==> config.mk <==
export PLATFORM = sky130hd
export DESIGN_NAME = score_argmax_controller
export DESIGN_NICKNAME = d
export VERILOG_FILES = /design/src/rtl/nn_cls_pkg.sv /design/src/rtl/score_cmp.sv /design/src/rtl/score_argmax_controller.sv
export SDC_FILE = /design/constraint.sdc
export NUM_CORES = 1
export LEC_CHECK = 0
export ABC_AREA = 0
export CORE_MARGIN = 1
export CORE_UTILIZATION = 55
export DETAILED_ROUTE_END_ITERATION = 10
export PLACE_DENSITY = 0.82
export SETUP_SLACK_MARGIN = 0.2
export SYNTH_ARGS = -nofsm -noshare
export SYNTH_HDL_FRONTEND = slang
export SYNTH_SLANG_ARGS = --single-unit
export TNS_END_PERCENT = 1
==> constraint.sdc <==
create_clock -name clk -period 8.9 [get_ports clk]
set_input_delay 1.335 -clock clk [delete_from_list [all_inputs] [get_ports clk]]
set_output_delay 1.335 -clock clk [all_outputs]
set_load 0.02 [all_outputs]
==> src/rtl/nn_cls_pkg.sv <==
// Shared constants and FSM encoding for the class-score argmax controller.
package nn_cls_pkg;

  localparam int NUM_CLASSES_DEF = 10;
  localparam int SCORE_W_DEF     = 26;
  // Wide enough for up to 16 classes; also the width of the Img_Num port.
  localparam int CLS_IDX_W       = 4;

  typedef enum logic [1:0] {
    IDLE  = 2'd0,
    ACCUM = 2'd1,
    DONE  = 2'd2
  } state_t;

endpackage

==> src/rtl/score_cmp.sv <==
// Signed greater-than compare between an incoming score and the running max.
module score_cmp #(
  parameter int SCORE_W = 26
) (
  input  logic signed [SCORE_W-1:0] a,
  input  logic signed [SCORE_W-1:0] b,
  output logic                      gt
);

  // Both operands are signed, so this is a two's-complement compare.
  assign gt = (a > b);

endmodule

==> src/rtl/score_argmax_controller.sv <==
// Streams NUM_CLASSES signed scores per frame and reports the index and
// value of the largest one. Ties keep the lower index.
module score_argmax_controller
  import nn_cls_pkg::*;
#(
  parameter int NUM_CLASSES = NUM_CLASSES_DEF,
  parameter int SCORE_W     = SCORE_W_DEF
) (
  input  logic                      clk,
  input  logic                      rst,
  input  logic                      clear,
  input  logic                      in_valid,
  output logic                      in_ready,
  input  logic signed [SCORE_W-1:0] in_score,
  output logic                      out_valid,
  input  logic                      out_ready,
  output logic [CLS_IDX_W-1:0]      Img_Num,
  output logic signed [SCORE_W-1:0] max_score,
  output logic                      busy
);

  localparam logic [CLS_IDX_W-1:0] LAST_IDX = CLS_IDX_W'(NUM_CLASSES - 1);

  state_t                      state;
  logic [CLS_IDX_W-1:0]        idx_cnt;
  logic [CLS_IDX_W-1:0]        run_idx;
  logic signed [SCORE_W-1:0]   run_max;
  logic                        gt;
  logic                        xfer;
  logic [CLS_IDX_W-1:0]        cand_idx;
  logic signed [SCORE_W-1:0]   cand_max;

  // DONE is the only state that refuses scores; this is the backpressure path.
  assign in_ready = (state != DONE);
  assign xfer     = in_valid & in_ready;

  score_cmp #(.SCORE_W(SCORE_W)) u_cmp (
    .a  (in_score),
    .b  (run_max),
    .gt (gt)
  );

  // Strict greater-than: an equal later score never displaces the earlier one.
  assign cand_idx = gt ? idx_cnt  : run_idx;
  assign cand_max = gt ? in_score : run_max;

  // Frame FSM with registered result outputs; clear overrides everything.
  always_ff @(posedge clk or negedge rst) begin
    if (!rst) begin
      state     <= IDLE;
      idx_cnt   <= '0;
      run_idx   <= '0;
      run_max   <= '0;
      out_valid <= 1'b0;
      Img_Num   <= '0;
      max_score <= '0;
      busy      <= 1'b0;
    end else if (clear) begin
      state     <= IDLE;
      idx_cnt   <= '0;
      out_valid <= 1'b0;
      busy      <= 1'b0;
    end else begin
      case (state)
        IDLE: begin
          if (xfer) begin
            run_max <= in_score;
            run_idx <= '0;
            idx_cnt <= CLS_IDX_W'(1);
            state   <= ACCUM;
            busy    <= 1'b1;
          end
        end
        ACCUM: begin
          if (xfer) begin
            run_max <= cand_max;
            run_idx <= cand_idx;
            if (idx_cnt == LAST_IDX) begin
              // Last class: publish the result; counter parks at zero.
              idx_cnt   <= '0;
              state     <= DONE;
              out_valid <= 1'b1;
              Img_Num   <= cand_idx;
              max_score <= cand_max;
            end else begin
              idx_cnt <= idx_cnt + CLS_IDX_W'(1);
            end
          end
        end
        DONE: begin
          if (out_ready) begin
            state     <= IDLE;
            out_valid <= 1'b0;
            busy      <= 1'b0;
          end
        end
        default: begin
          state     <= IDLE;
          out_valid <= 1'b0;
          busy      <= 1'b0;
        end
      endcase
    end
  end

endmodule

Word-level counts from Yosys, hierarchy flattened
Index checks and enable logic that the tools add are counted.

word-level totals
  bits of input ports = 31
  word-level logic and storage cells = 60
  flip-flop bits (word level) = 68
  output and inout port bits = 33

operators by class
  reductions and logical operators = 9
  mux-type cells = 27
  magnitude comparators = 1
  bitwise logic cells = 2
  add/sub/neg operators = 1
  eq/ne operators = 12

operators with widths
  cell                 number
  $mux 26              3
  $pmux 26 s2          1
  $mux 4               7
  $gt 26x26->1         1
  $pmux 4 s2           2
  $reduce_and 4->1     4
  $ne 3x3->1 const B   4
  $mux 2               5
  $ne 2x2->1 const B   5
  $mux 1               6
  $pmux 1 s3           2
  $pmux 2 s3           1
  $reduce_and 3->1     2
  $add 4x1->4 const B  1
  $eq 4x4->1 const B   1
  $reduce_bool 3->1    1
  $eq 2x1->1 const B   1
  $eq 2x2->1 const B   1
  $logic_not 2->1      1
  $reduce_bool 2->1    1
  $and 1x1->1          1
  $not 1->1            1

Depth between registers and ports, before layout
  depth in word-level cells = 5
  gate-level depth with buffers = 11
  mapped depth without buffers = 9

Cells and area by module
A second synthesis with hierarchy kept.

second synthesis, totals
  cells, all modules = 307
  area total of the unflattened synthesis = 3870.0 um^2

modules (own cells, without submodules)
  module                   times used  area an instance (um^2)  seq. area each (um^2)  cells an instance
  score_argmax_controller  1           3200.6                   1701.6                 211
  score_cmp                1           669.4                    0.0                    96

Least setup slack after synthesis
OpenSTA, ideal clock, no wires.

  path type = input to register
  start = input port in_score[25]
  end = register run_max[10]
  required time = 8.775 ns
  setup slack = 5.132 ns
  arrival = 3.643 ns
  stages = 9
  path through = ha_1 nand4_2 nor4_2 nand4_1 o211ai_1 mux2_4 a21oi_4 buf_12 mux2_4

on the way
  longest elaborated chain between the ends = 4

ends and longest elaborated chain
  element                 line                           source
  start: declaration      score_argmax_controller.sv:14  input logic signed [SCORE_W-1:0] in_score,
  $gt 26x26->1            score_cmp.sv:11                assign gt = (a > b);
  $mux 26                 score_argmax_controller.sv:45  assign cand_max = gt ? in_score : run_max;
  $mux 26                 score_argmax_controller.sv:75  if (xfer) begin
  $pmux 26 s2             score_argmax_controller.sv:64  case (state)
  end signal: assignment  score_argmax_controller.sv:67  run_max <= in_score;
  end signal: assignment  score_argmax_controller.sv:76  run_max <= cand_max;
  end: declaration        score_argmax_controller.sv:27  logic signed [SCORE_W-1:0] run_max;

No other way between the ends. The select of a mux whose other input is x is not followed.
A chain may end at the register's enable or synchronous reset.

Final worst setup path
  start = input port in_score[25]
  end = register run_max[0]

Same word-level chain as after synthesis.

==> results.toml <==
[global_route]
antenna_found_initial = 0
grt_usage_pct = 21.1
grt_max_degree = 69
grt_pass1_wl_mm = 12.0
first_global_vias = 2658
grt.overflow.total = 0

[cells_and_area]
drive_gt1_share_pct = 11.4
final_area_mm2 = 0.00452
area_delta_synth_final_pct = 20.5
layout.nets = 467
n_antenna_cell = 0

[sta]
fmaxAchievable_mhz = 207
period_share_pct = 54.2
fin_worst_skew_ns = 0.00737
setup_slack_ns = 4.07
hold_viol = 0
finalSetupTns_ns = 0
period_needed_ns = 4.83
rsz0062_at_grt = "no"
maxSlewHeadroom_pct = 20.3
report.final.slew_viol_count = 0
worst_slew_pin_slew_ns = 1.19
finalSetupViolCount = 0

[run]
max_cap_violations = 0

[clock_tree]
htree_num_levels = 3
root_buffer = "clkbuf_8"
cts_resized = 0
cts_buffers = 9
tritoncts_num_sinks = 68
clk_pin_slew_ns = 0.07
clockBufferDepth = 2
postCtsSetupBuffers = 0
cts_tree = "built"
clk_latency_ns = 0.33
cts-hold-fix-buffers = 0

[critical_path]
timing.rr.end = "run_max[0]"
crit_arrival_ns = 5.04
worst_ep_required_time_ns = 9.12
timing.reg2reg.setup_slack_ns = 5.13
startpoint_type = "input pin"
path_class = "in -> reg"
rr_worst_depth = 9
worstSetupEndpointType = "flop"
worstPathMaxFanout = 39
r2r_start = "run_max[25]"

[floorplan]
die_height_um = 84.6
pin_count = 64
chipWidth_um = 84.6
initial_utilization_pct = 58.1
rows = 29
die_area_mm2 = 0.00716
coreArea_mm2 = 0.00646

[power_and_ir_drop]
totalPowerFinal_w = 0.000905
p_leak_nw = 2.16
max-vdd-ir-drop_mv = 0.129
power_density_mw_per_mm2 = 200

[synthesis]
yosys.cell_types.count = 39
seq_area_frac_synth_pct = 45.3
synth_seq_cells = 68
async_flop_share_pct = 100
synth-edff-count = 0
syn_area_mm2 = 0.00375
synth_area_per_cell_um2 = 10.8
synthFlopType = "dfrtp_1"
syn_nets = 407
netlist_instances = 348
yosysWarnings = 0

[route]
postRouteAntennaNets = 0
drc = 3
drt-vias-per-instance = 5.44
detail_route.iter0.violations = 128
wl_per_cell_um = 14.1
wl_mm = 6.92
first_pass_iters = 9
via_count = 2662

[status]
violations = "design-rule violations"
status = "complete, but fails checks"

[placed_design]
gp_congestion = 0.807
pre_cts_slack_ns = 3.69
placed_area_mm2 = 0.00435
portBuffers = 63
dp_hpwl_mm = 4.91

[min_path]
min_to = "run_idx[0]"
hp-start = "run_idx[0]"
hold_depth = 2
hp-class = "reg -> reg"
-- cells in the final DEF (no fill, tap or decap), types with 2 or more instances in the layout --
| cell type | n |
|---|---|
| a211oi_1 | 2 |
| a21oi_1 | 35 |
| a31oi_1 | 2 |
| clkbuf_1 | 2 |
| clkbuf_8 | 11 |
| clkdlybuf4s50_1 | 62 |
| clkinv_2 | 2 |
| dfrtp_1 | 68 |
| ha_1 | 28 |
| inv_1 | 33 |
| mux2_2 | 6 |
| mux2_4 | 21 |
| mux2i_1 | 28 |
| nand2_1 | 19 |
| nand2b_1 | 3 |
| nand3_1 | 6 |
| nand4_1 | 5 |
| nor2_1 | 41 |
| nor3_1 | 2 |
| o211ai_1 | 2 |
| o21ai_0 | 11 |
| o311ai_0 | 4 |
-- kinds of logic (layout without fill, tap and decap cells) --
family                   after synthesis  after routing  share of synthesized area (%)
flip-flops                            68             68                           45.3
adder cells (fa/ha/maj)               28             28                           9.33
AO/OA/AOI/OAI                         67             67                           11.0
AND/OR/NAND/NOR                       82             82                           9.67
multiplexers                          55             55                           17.7
buffers and inverters                 48            112                           6.97
-- state kept, by name, indices dropped and copies added (netlist names) --
signal	flops
Img_Num	4
busy	1
idx_cnt	4
max_score	26
out_valid	1
run_idx	4
run_max	26
state	2
-- Yosys cell counts, drive strengths merged, types with 3 or more instances --
library cell   n  area, um^2
dfrtp         68        1700
nor2          42         158
a21oi         36         191
inv           33         124
ha            28         350
mux2i         28         280
mux2          27         383
nand2         19        71.3
o21ai         11        55.1
clkbuf         8        30.0
buf            7         108
nand3          6        30.0
nand4          6        43.8
o311ai         4        35.0
nand2b         3        18.8
-- power by group --
group | switching (W) | leakage, nW | internal (W)
Clock | 0.000107 | 0.0893 | 0.000114
Sequential | 0.0000337 | 0.857 | 0.000351
Combinational | 0.000147 | 1.21 | 0.000151
Total | 0.000288 | 2.16 | 0.000617
-- worst max-delay path by stage --
stage / slack, ns / endpoint / startpoint
after floorplan: 5.13 / run_max[10] / in_score[25]
after global placement: 3.79 / run_max[5] / in_score[25]
after detailed placement: 3.69 / run_max[2] / in_score[25]
after CTS: 4.05 / run_max[0] / in_score[25]
after global routing: 3.88 / run_max[1] / in_score[3]
final: 4.07 / run_max[0] / in_score[25]
-- metrics by stage --
step	util, %	hold WS (ns)	std cells
global placement	67.4	0.504	474
finish	70.0	0.526	489
CTS	70.0	0.529	489
detailed placement	67.4	0.516	474
global route	70.0	0.552	489
floorplan	-	0.472	348
-- metal layers --
layer	track usage (%)	vias up	wire (um)	share of wire [%]
met5	0	-	0	0
met4	8.01	0	112	1.6
met3	4.03	14	277	4.0
met2	34.7	57	3220	47
met1	27.9	1263	3310	48
li1	-	1328	-	-
-- area by class of cell --
type	instances	area, um^2
clock buffers	13	159
clock inverters	2	10.0
fillers	506	1940
inverters	33	124
multi-input cells	232	1800
flip-flops and latches	68	1700
well taps	77	96.3
repair buffers	64	633
-- worst max-delay path: stages --
cell,delay [ns]
clkdlybuf4s50_1,0.45
ha_1,0.38
nand4_2,0.15
nor4_2,0.38
nand4_1,0.16
o211ai_1,0.24
mux2_4,0.56
a21oi_4,0.95
mux2_2,0.42
Note: power is estimated with default switching activity, not from simulation.
